## src/rtl/mux_rr_arbiter_pkg.sv

```systemverilog
// Shared types and helpers for the round-robin mux arbiter.
package mux_arb_pkg;

    localparam int N_REQ = 4;
    localparam int SEL_W = 2;

    typedef enum logic {
        IDLE,
        GRANT
    } state_t;

    function automatic logic [N_REQ-1:0] onehot(input logic [SEL_W-1:0] idx);
        logic [N_REQ-1:0] v;
        v      = '0;
        v[idx] = 1'b1;
        return v;
    endfunction

endpackage

```

## src/rtl/mux_rr_arbiter_rr_pick.sv

```systemverilog
// Combinational rotated-priority picker: searches ptr+1, ptr+2, ptr+3, ptr.
import mux_arb_pkg::*;

module rr_pick (
    input  logic [N_REQ-1:0] req,
    input  logic [SEL_W-1:0] ptr,
    output logic             found,
    output logic [SEL_W-1:0] idx
);

    logic [SEL_W-1:0] cand;

    always_comb begin
        found = 1'b0;
        idx   = '0;
        cand  = '0;
        for (int unsigned i = 1; i <= N_REQ; i++) begin
            cand = ptr + SEL_W'(i);
            if (!found && req[cand]) begin
                found = 1'b1;
                idx   = cand;
            end
        end
    end

endmodule

```

## src/rtl/mux_rr_arbiter.sv

```systemverilog
// Round-robin arbiter sharing a 4:1 mux between four requesters, with a
// hold limit that forces rotation when others are waiting.
import mux_arb_pkg::*;

module mux_rr_arbiter #(
    parameter int MAX_HOLD = 4
) (
    input  logic       clk,
    input  logic       rst_n,
    input  logic [3:0] req,
    input  logic [3:0] data_in,
    output logic [3:0] grant,
    output logic [1:0] sel,
    output logic       valid,
    output logic       data_out
);

    localparam int HW = $clog2(MAX_HOLD + 1);
    localparam logic [HW-1:0] HOLD_MAX = HW'(MAX_HOLD);
    localparam logic [HW-1:0] HOLD_ONE = HW'(1);

    state_t           state, state_n;
    logic [HW-1:0]    hold_cnt, hold_n;
    logic [SEL_W-1:0] ptr, ptr_n;
    logic [SEL_W-1:0] sel_n;
    logic [N_REQ-1:0] grant_n;
    logic             valid_n;

    logic             found;
    logic [SEL_W-1:0] win;
    logic             competitor;
    logic             take;

    // While granted, ptr equals sel, so the same picker serves both the
    // initial grant and rotation: the current grantee is searched last.
    rr_pick u_pick (
        .req   (req),
        .ptr   (ptr),
        .found (found),
        .idx   (win)
    );

    always_ff @(posedge clk) begin
        if (!rst_n) begin
            state    <= IDLE;
            hold_cnt <= '0;
            ptr      <= 2'd3;
            sel      <= '0;
            grant    <= '0;
            valid    <= 1'b0;
        end else begin
            state    <= state_n;
            hold_cnt <= hold_n;
            ptr      <= ptr_n;
            sel      <= sel_n;
            grant    <= grant_n;
            valid    <= valid_n;
        end
    end

    always_comb begin
        state_n    = state;
        hold_n     = hold_cnt;
        ptr_n      = ptr;
        sel_n      = sel;
        grant_n    = grant;
        valid_n    = valid;
        take       = 1'b0;
        competitor = |(req & ~onehot(sel));

        case (state)
            IDLE: begin
                if (found) begin
                    take = 1'b1;
                end
            end
            GRANT: begin
                if (!req[sel]) begin
                    // Release wins over hold expiry.
                    if (found) begin
                        take = 1'b1;
                    end else begin
                        state_n = IDLE;
                        hold_n  = '0;
                        sel_n   = '0;
                        grant_n = '0;
                        valid_n = 1'b0;
                    end
                end else if (hold_cnt == HOLD_MAX && competitor) begin
                    take = 1'b1;
                end else if (hold_cnt != HOLD_MAX) begin
                    hold_n = hold_cnt + HOLD_ONE;
                end
            end
            default: begin
                state_n = IDLE;
            end
        endcase

        if (take) begin
            state_n = GRANT;
            hold_n  = HOLD_ONE;
            ptr_n   = win;
            sel_n   = win;
            grant_n = onehot(win);
            valid_n = 1'b1;
        end
    end

    assign data_out = valid & data_in[sel];

endmodule

```

## config.mk

```make
export PLATFORM = sky130hd
export DESIGN_NAME = mux_rr_arbiter
export DESIGN_NICKNAME = d
export VERILOG_FILES = /design/src/rtl/mux_rr_arbiter_pkg.sv /design/src/rtl/mux_rr_arbiter_rr_pick.sv /design/src/rtl/mux_rr_arbiter.sv
export SDC_FILE = /design/constraint.sdc
export NUM_CORES = 1
export LEC_CHECK = 0
export CAP_MARGIN = 20
export CORE_MARGIN = 3
export CORE_UTILIZATION = 54
export CTS_BUF_LIST = sky130_fd_sc_hd__clkbuf_2
export DETAILED_ROUTE_END_ITERATION = 10
export HOLD_SLACK_MARGIN = 0.1
export PLACE_DENSITY = 0.89
export SLEW_MARGIN = 40
export SYNTH_ARGS = -nofsm -noshare
export SYNTH_HDL_FRONTEND = slang
export SYNTH_SLANG_ARGS = --single-unit
```

## constraint.sdc

```tcl
create_clock -name clk -period 3.3 [get_ports clk]
set_clock_uncertainty 0.05 [all_clocks]
set_input_delay 0.99 -clock clk [delete_from_list [all_inputs] [get_ports clk]]
set_output_delay 0.99 -clock clk [all_outputs]
set_load 0.005 [all_outputs]
```

==> results of run 1 <==
path summary, 6_finish.rpt:
path | to | slack (ns) | cells past startpoint
worst max register to register | grant[2] | 1.37 | 5
worst min register to register | grant[3] | 0.44 | 2
worst max-delay path | data_out | 0.11 | 4
worst min-delay path | grant[3] | 0.44 | 2
what timing repair did:
action	CTS	global route
setup endpoints to repair	1	1
pin swaps	0	0
hold endpoints to repair	0	0
resized for setup	5	1
cloned	0	0
layer usage:
metal	global-route usage, %	up-vias	wire, um
li1	-	358	-
met1	27.71	336	829
met2	34.59	30	882
met3	3.734	10	69
met4	12.65	0	80
met5	0	-	0
power by group through the flow:
stage	combinational, mW	clock, mW	sequential [mW]
after floorplan	0.0682	0	0.189
after global placement	0.114	0	0.191
after detailed placement	0.119	0	0.192
after CTS	0.119	0.0808	0.189
after global routing	0.129	0.0889	0.192
final	0.119	0.0786	0.189
metrics by stage:
stage	util [%]	worst slack [ns]	area, um2	cells	power (mW)
finish	79.12	0.1071	962.2	120	0.3866
floorplan	-	0.6390	765.7	85	0.2576
CTS	79.53	0.01632	967.2	120	0.3887
detailed placement	78.40	-0.2885	953.4	116	0.3114
global placement	78.40	-0.1993	953.4	116	0.3052
global route	79.12	0.07270	962.2	120	0.4104
critical path, stage by stage:
cell and delay [ns]:
clkdlybuf4s50_1 0.43, mux4_2 0.47, and2_1 0.17, clkbuf_2 0.10
registers in the layout, summed over array words and instances, names as in the netlist:
register	cells
grant	4
hold_cnt	3
ptr	2
sel	2
state	1
valid	1
cell type report:
cell class	count	area share, %
inverters	4	1.560
flip-flops and latches	13	27.05
multi-input cells	67	49.80
clock buffers	4	2.081
repair buffers	18	17.69
well taps	14	1.821
cells in the final DEF (no fill, tap or decap), types with 4 or more instances in the layout:
cell             count
clkbuf_2             5
clkdlybuf4s50_1     14
nand2_1              5
nand3_1              6
a21oi_1              6
dfxtp_1             13
inv_1                4
o21ai_0              6
nor2_1               7
nand2b_1             4
cells by family after synthesis:
group                      synth area share (%)
muxes                                     8.987
DFF                                       33.99
adders and majority gates                 3.267
buffers and inverters                     2.941
and+or+nand+nor                           25.33
AOI/OAI and AO/OA                         25.49
==> results.json, run 1 <==
{
  "clkPwrFrac_pct": 20.3,
  "p_switching_uw": 121.6,
  "maxSlewViolCount": 0,
  "period_share_pct": 96.75,
  "dr.pass1.iters": 4,
  "diodes": 0,
  "clk_latency_ns": 0.25,
  "vias": 734,
  "synth.area.top_cells": "dfxtp_1 (34%), a21oi_1 (3.9%), nand3_1 (3.9%), o21ai_0 (3.9%), mux4_1 (3.4%)",
  "worst_pin_slew_ns": 0.4306,
  "core_um2": 1216,
  "cp-start-kind": "primary input",
  "finalCriticalPeriod_ns": 3.193,
  "grt_max_degree": 11,
  "cts_buffers": 3,
  "synth_top_area_share_pct": 33.99,
  "vias_per_cell": 6.117,
  "hold_viol": 0,
  "ir_drop_uv": 277.4,
  "synth.distinct_cells": 36,
  "slew_headroom_pct": 71.05,
  "required_ns": 2.26,
  "pwr_density_cell_nw_per_um2": 401.8,
  "cts.sinks": 13,
  "postSynthCellCount": 85,
  "critPathMaxFanout": 1,
  "cts_setup_buffers": 0,
  "comb_power_share_pct": 30.8,
  "ios": 18,
  "hold_buffers": 0,
  "maxCapViolCount": 0,
  "row_count": 12,
  "syn-cell-area_um2": 765.7,
  "gp_congestion": 0.8120,
  "yosys_warnings": 0,
  "clock.fmax_ghz": 0.3132,
  "dp_hpwl_um": 1447,
  "cts_buffer_depth": 2,
  "grt_pass1_vias": 764,
  "postSynthNetCount": 97,
  "die_h_um": 43.66,
  "cts_tree": "built",
  "leakagePower_nw": 0.3771,
  "drt_iter0_drc": 20,
  "timing.rr.start": "sel[0]",
  "critPathArrivalTime_ns": 2.15,
  "hp-class": "register to register",
  "rsz0062_at_grt": "false",
  "grt.total_usage_pct": 21.89,
  "intPower_uw": 265.0,
  "yosys-top-cells-count": "dfxtp_1 (13), nor2_1 (7), a21oi_1 (6), nand3_1 (6), o21ai_0 (6)",
  "initial_utilization_pct": 62.96,
  "ys_async_sr_fraction_pct": 0,
  "finalSetupViolCount": 0,
  "wl_um": 1862,
  "critPathCaptureType": "output pin",
  "crit_start": "data_in[1]",
  "globalRouteOverflowTotal": 0,
  "grt_first_pass_wirelength_um": 3256,
  "fill_cells": 90,
  "final_antenna_net_count": 0,
  "die_width_um": 43.66,
  "status": "finished, final reports clean",
  "area_growth_pct": 25.65,
  "synth_most_common_cell": "dfxtp_1",
  "synth-edff-count": 0,
  "synth_seq_area_share_pct": 33.99,
  "synth_area_per_cell_um2": 9.009,
  "drcViolationCount": 0,
  "seqPwrFrac_pct": 48.9,
  "yosys.area.top_type": "dfxtp_1",
  "drive_gt1_share_pct": 17.92,
  "antenna_found_initial": 0,
  "final_nets": 119,
  "cts_root_buffer": "clkbuf_2",
  "htreeDepth": 1,
  "p_sw_share_pct": 31.46,
  "clk_pin_slew_worst_paths_ns": 0.12,
  "worstHoldStart": "grant[3]",
  "fin_hold_ws_ns": 0.4435,
  "ys_ff_latch": 13,
  "routedWlPerCell_um": 15.52,
  "die-area_um2": 1906,
  "worstSetupPathType": "primary input to output pin",
  "layout.area.seq_um2": 260.3,
  "multi_input_area_um2": 479.2,
  "port_buffers": 17,
  "synth_flop_cell": "dfxtp_1",
  "tns_ns": 0
}
Note: power is estimated with default switching activity, not from simulation.
==> inputs of run 2 (changes only) <==
Settings changed: CAP_MARGIN 20 to not set, REMOVE_ABC_BUFFERS set to 1.
==> results.json, run 2 (synthesis gave the netlist of run 1 again) <==
{
  "grt_max_degree": 11,
  "hold_viol": 0,
  "slew_headroom_pct": 71.29,
  "row_count": 12,
  "period_share_pct": 98.15,
  "final_common_cell": "clkdlybuf4s50_1",
  "final_nets": 119,
  "wl_um": 1734,
  "cp_num_buf_inv": 2,
  "finalCriticalPeriod_ns": 3.239,
  "dr.pass1.iters": 4,
  "finalSetupViolCount": 0,
  "diodes": 0,
  "multi_input_area_um2": 479.2,
  "htreeDepth": 1,
  "clk_pin_slew_worst_paths_ns": 0.12,
  "area_growth_pct": 26.63,
  "clock.fmax_ghz": 0.3087,
  "cpMaxStageDelayCell": "mux4_2",
  "hp-class": "register to register",
  "cp-start-kind": "primary input",
  "hold_buffers": 0,
  "cts_buffers": 3,
  "port_buffers": 17,
  "path_cells": "clkdlybuf4s50_1 > mux4_2 > and2_1 > clkdlybuf4s15_1",
  "grt.total_usage_pct": 20.73,
  "core_um2": 1216,
  "vias": 713,
  "die-area_um2": 1906,
  "layout.area.seq_um2": 260.3,
  "p_total_uw": 389.7,
  "ios": 18,
  "cts_tree": "built",
  "drcViolationCount": 0,
  "maxSlewViolCount": 0,
  "pwr_density_cell_nw_per_um2": 401.9,
  "largest_reg_flops": 4,
  "globalRouteOverflowTotal": 0,
  "crit_family": "buffers and inverters",
  "fill_cells": 82,
  "routedWlPerCell_um": 14.45,
  "dp_hpwl_um": 1270,
  "cts.sinks": 13,
  "required_ns": 2.26,
  "gp_congestion": 0.7753,
  "drive_gt1_share_pct": 16.98,
  "critPathCaptureType": "output pin",
  "antenna_found_initial": 0,
  "clk_latency_ns": 0.28,
  "die_h_um": 43.66,
  "mostFrequentLayoutCells": "clkdlybuf4s50_1 (16), dfxtp_1 (13), nor2_1 (7)",
  "final_util_pct": 79.73,
  "critPathMaxFanout": 1,
  "grt_pass1_vias": 661,
  "top_register": "grant",
  "ir_drop_uv": 286.7,
  "drt_iter0_drc": 25,
  "worst_pin_slew_ns": 0.4271,
  "status": "finished, final reports clean",
  "critPathArrivalTime_ns": 2.20,
  "cts_buffer_depth": 2,
  "cpPeakStageDelay_ns": 0.44,
  "rsz0062_at_grt": "false",
  "die_width_um": 43.66,
  "initial_utilization_pct": 62.96,
  "fin_hold_ws_ns": 0.4314,
  "vias_per_cell": 5.942,
  "leakagePower_nw": 0.3745,
  "maxCapViolCount": 0,
  "grt_first_pass_wirelength_um": 2960,
  "worstSetupPathType": "primary input to output pin",
  "largest_registers": "grant (4), hold_cnt (3)",
  "cts_root_buffer": "clkbuf_2",
  "final_antenna_net_count": 0
}
## run 2: cell types whose count changed in the layout (fill, tap and decap cells not counted), sizes merged
cell | before | now
clkbuf | 5 | 4
clkdlybuf4s15 | 0 | 1
clkdlybuf4s50 | 14 | 16
dlygate4sd2 | 2 | 0
## run 2: metal layers
| layer | vias up | track usage (%) | wire length [um] |
|---|---|---|---|
| met3 | 5 | 2.490 | 87 |
| met5 | - | 0 | 0 |
| met4 | 0 | 10.84 | 31 |
| li1 | 358 | - | - |
| met2 | 19 | 33.72 | 838 |
| met1 | 331 | 26.52 | 777 |
## run 2: path summary, 6_finish.rpt
check | start | end | slack (ns) | cells after the start
setup / recovery | data_in[0] | data_out | 0.06 | 4
hold / removal | grant[3] | grant[3] | 0.43 | 2
setup reg to reg | sel[0] | grant[2] | 1.35 | 5
hold reg to reg | grant[3] | grant[3] | 0.43 | 2
## run 2: worst min-delay path: cells and delay by family, from the launching register on
family          cells  cell delay, ns
compound gates      1            0.05
flops               1            0.34
simple gates        1            0.06
## run 2: cell type report
| cell class | count | share of cell area, % |
|---|---|---|
| clock buffer | 4 | 2.065 |
| inverter | 4 | 1.548 |
| multi-input combinational | 67 | 49.42 |
| sequential | 13 | 26.84 |
| tap | 14 | 1.806 |
| timing repair buffer | 18 | 18.32 |
## run 2: repair_timing
| item | 4_1_cts | 5_1_grt |
|---|---|---|
| hold endpoints to repair | 0 | 0 |
| setup endpoints to repair | 1 | 0 |
| setup buffers | 0 | 0 |
| gates resized for setup | 3 | 0 |
## run 2: stage by stage
step           std cells  setup slack [ns]  area, um2  TNS, ns
3_3_place_gp         116           -0.1994      953.4  -0.1994
5_1_grt              120           0.01196      969.7        0
6_report             120           0.06108      969.7        0
3_5_place_dp         116           -0.2146      953.4  -0.2146
4_1_cts              120           0.05434      969.7        0
2_1_floorplan         84            0.6390      758.2        0
## run 2: power breakdown
part / internal [mW] / switching, mW / total, mW
clock network: 0.0322 / 0.0502 / 0.0824
registers: 0.173 / 0.0164 / 0.189
logic: 0.0617 / 0.0566 / 0.118
total: 0.267 / 0.123 / 0.390
==> RTL edit (settings of run 2) <==
`MAX_HOLD`: 4 -> 8.
--- a/src/rtl/mux_rr_arbiter.sv
+++ b/src/rtl/mux_rr_arbiter.sv
@@ -3,7 +3,7 @@
 import mux_arb_pkg::*;
 
 module mux_rr_arbiter #(
-    parameter int MAX_HOLD = 4
+    parameter int MAX_HOLD = 8
 ) (
     input  logic       clk,
     input  logic       rst_n,
Behaviour: not the same (a bounded check fails within 10 cycles, from zero or initial values and one cycle with rst_n low).
==> RTL edit against run 2 <==
Design area is 7.9% higher; count of clock-buffer cells in the layout down 1; sequential cell count up 1; combinational power grew 10%; cell count grew 1.7%; wire length increased by 2.7%; worst setup slack gained 13 ps; register-to-register slack lost 20 ps; synthesized area is 10% higher; total power increased by 6.8%; critical path type unchanged; largest cell class unchanged; highest routed layer unchanged.
==> RTL edit: results (changes against run 2) <==
| Metric | Value |
|---|---|
| Status | completed |
| Compound-Gate Fraction of Synth Area | 29.1% (+3.6 points) |
| Post-Synth XOR/XNOR Area | 2.08% (+2.1 points) |
| RePlAce Congestion | 0.814 (+4.9%) |
| R2R Path End | sel[0] |
| Post-DP HPWL | 1380 µm (+8.3%) |
| Seq pwr share | 49.9% (+1.4 points) |
| Detailed Routing Iterations Pass 1 | 4 (unchanged) |
| Total track usage | 20.9% (+0.22 points) |
| Clk slew on worst S/H paths | 110 ps |
| Pint | 0.284 mW (+6.6%) |
| Type of the tightest min-delay check | flop to flop |
| Worst Path Arrival | 2190 ps |
| H-tree levels | 1 (unchanged) |
| Vias in the first global route | 684 (+3.5%) |
| Fillers | 100 (+22%) |
| PwrDens | 398 nW/µm² (-1.0%) |
| Top post-synthesis cells by area | dfxtp_1, mux4_2, a22o_1, a21oi_1, o32ai_4 |
| DR iter-0 viols | 8 (-68%) |
| Grt met1 use | 25.2% (-1.3 points) |
| Mux cell area share after synthesis | 7.86% (-1.1 points) |
| First-pass GRT wire length | 3090 µm (+4.4%) |
| Reg2reg setup slack | 1330 ps (-20 ps) |
| Peak supply drop | 0.000287 V (about the same) |
| Slew Limit Headroom | 65.3% (-6.0 points) |
| Antenna violations before repair | 0 (unchanged) |
| Met1 wire length | 766 µm (-1.4%) |
| Met3 WL | 84 µm (-3.4%) |
| Clk pwr share | 18.9% (-2.2 points) |
| Synth Flop Type | dfxtp_1 |
| Share of layout cells above drive strength 1 | 15.0% (-2.0 points) |
| Synth top cells by count | dfxtp_1, a21oi_1, nand2_1, nand3_1, nor2_1 |
| I/O Buffers | 17 (unchanged) |
| Routed wl met2 | 902 µm (+7.6%) |
| Synth cell types | 39 (+8.3%) |
| Via count | 720 (+0.98%) |
| Ys Warns | 0 (unchanged) |
| Met3 Resource Use GR | 5.93% (+3.4 points) |
| NumNets Final | 121 (+1.7%) |
| Adder-cell share of the synthesized area | 2.97% (-0.30 points) |
| Post CTS Setup Buffer Count | 0 (unchanged) |
| Worst-path maximum fanout | 1 (unchanged) |
| Hold Crit Depth | 1 (-1) |
| Regs by FF count | grant x4, hold_cnt x4 |
| Total Wirelength | 1780 µm (+2.7%) |
| Hold path startpoint | grant[3] |
| CTS Root Cell | clkbuf_2 |
| M2 GR Usage | 34.0% (+0.26 points) |
| Leakage power | 0.397 nW (+6.1%) |
| Placement Cell Area | 1030 µm² (+8.1%) |
| Post-synthesis sequential area ratio | 33.2% (-0.75 points) |
| Pre-CTS setup slack | -202 ps (+12.3 ps) |
| Hold_ws | 427 ps (-4.07 ps) |
| Largest net degree at the start of global routing | 9 (-2) |
| Min-Delay Endpoint | grant[3] |
## RTL edit: changes by cell type after synthesis, sizes merged, moves of 2 or more
cell / delta
nor2: -2
nand2b: -2
or2: -2
nand3: -2
a22o: +3
xnor2: +2
and3: -2
a22oi: -2
o21ai: -3
o2bb2ai: +2
o211ai: +2
and2: +3
## RTL edit: area by class of cell
class | instances | share of cell area [%]
well taps | 15 | 1.79
flip-flops and latches | 14 | 26.8
inverters | 4 | 1.44
multi-input cells | 67 | 50.8
clock buffers | 3 | 1.44
repair buffers | 19 | 17.7
## RTL edit: critical path, cell delays in order
cell and delay, ps:
clkdlybuf4s50_1 390, mux4_2 460, and2_1 150, clkdlybuf4s15_1 200
## RTL edit: worst max path at each step
stage | startpoint | endpoint | slack (ps)
after floorplan | data_in[3] | data_out | 670
after global placement | data_in[3] | data_out | -160
after detailed placement | data_in[3] | data_out | -200
after CTS | data_in[3] | data_out | 1
after global routing | data_in[3] | data_out | 20
final | data_in[3] | data_out | 70
## RTL edit: metrics by stage
stage | power [mW] | setup TNS (ps) | instances
finish | 0.416 | 0 | 122
floorplan | 0.284 | 0 | 85
global placement | 0.336 | -163 | 119
detailed placement | 0.342 | -202 | 119
global route | 0.440 | 0 | 122
CTS | 0.419 | 0 | 122
## RTL edit: repair_timing
action / 4_1_cts / 5_1_grt
hold buffers: 0 / 0
resized for setup: 1 / 1
pin swaps: 1 / 0
setup endpoints to repair: 1 / 1
## RTL edit: cell families (layout without fill, tap and decap cells)
family                   Yosys count  after routing
buffers and inverters              6             26
AO/OA/AOI/OAI                     28             28
flip-flops                        14             14
XOR/XNOR                           2              2
multiplexers                       4              4
AND/OR/NAND/NOR                   31             31
adder cells (fa/ha/maj)            2              2
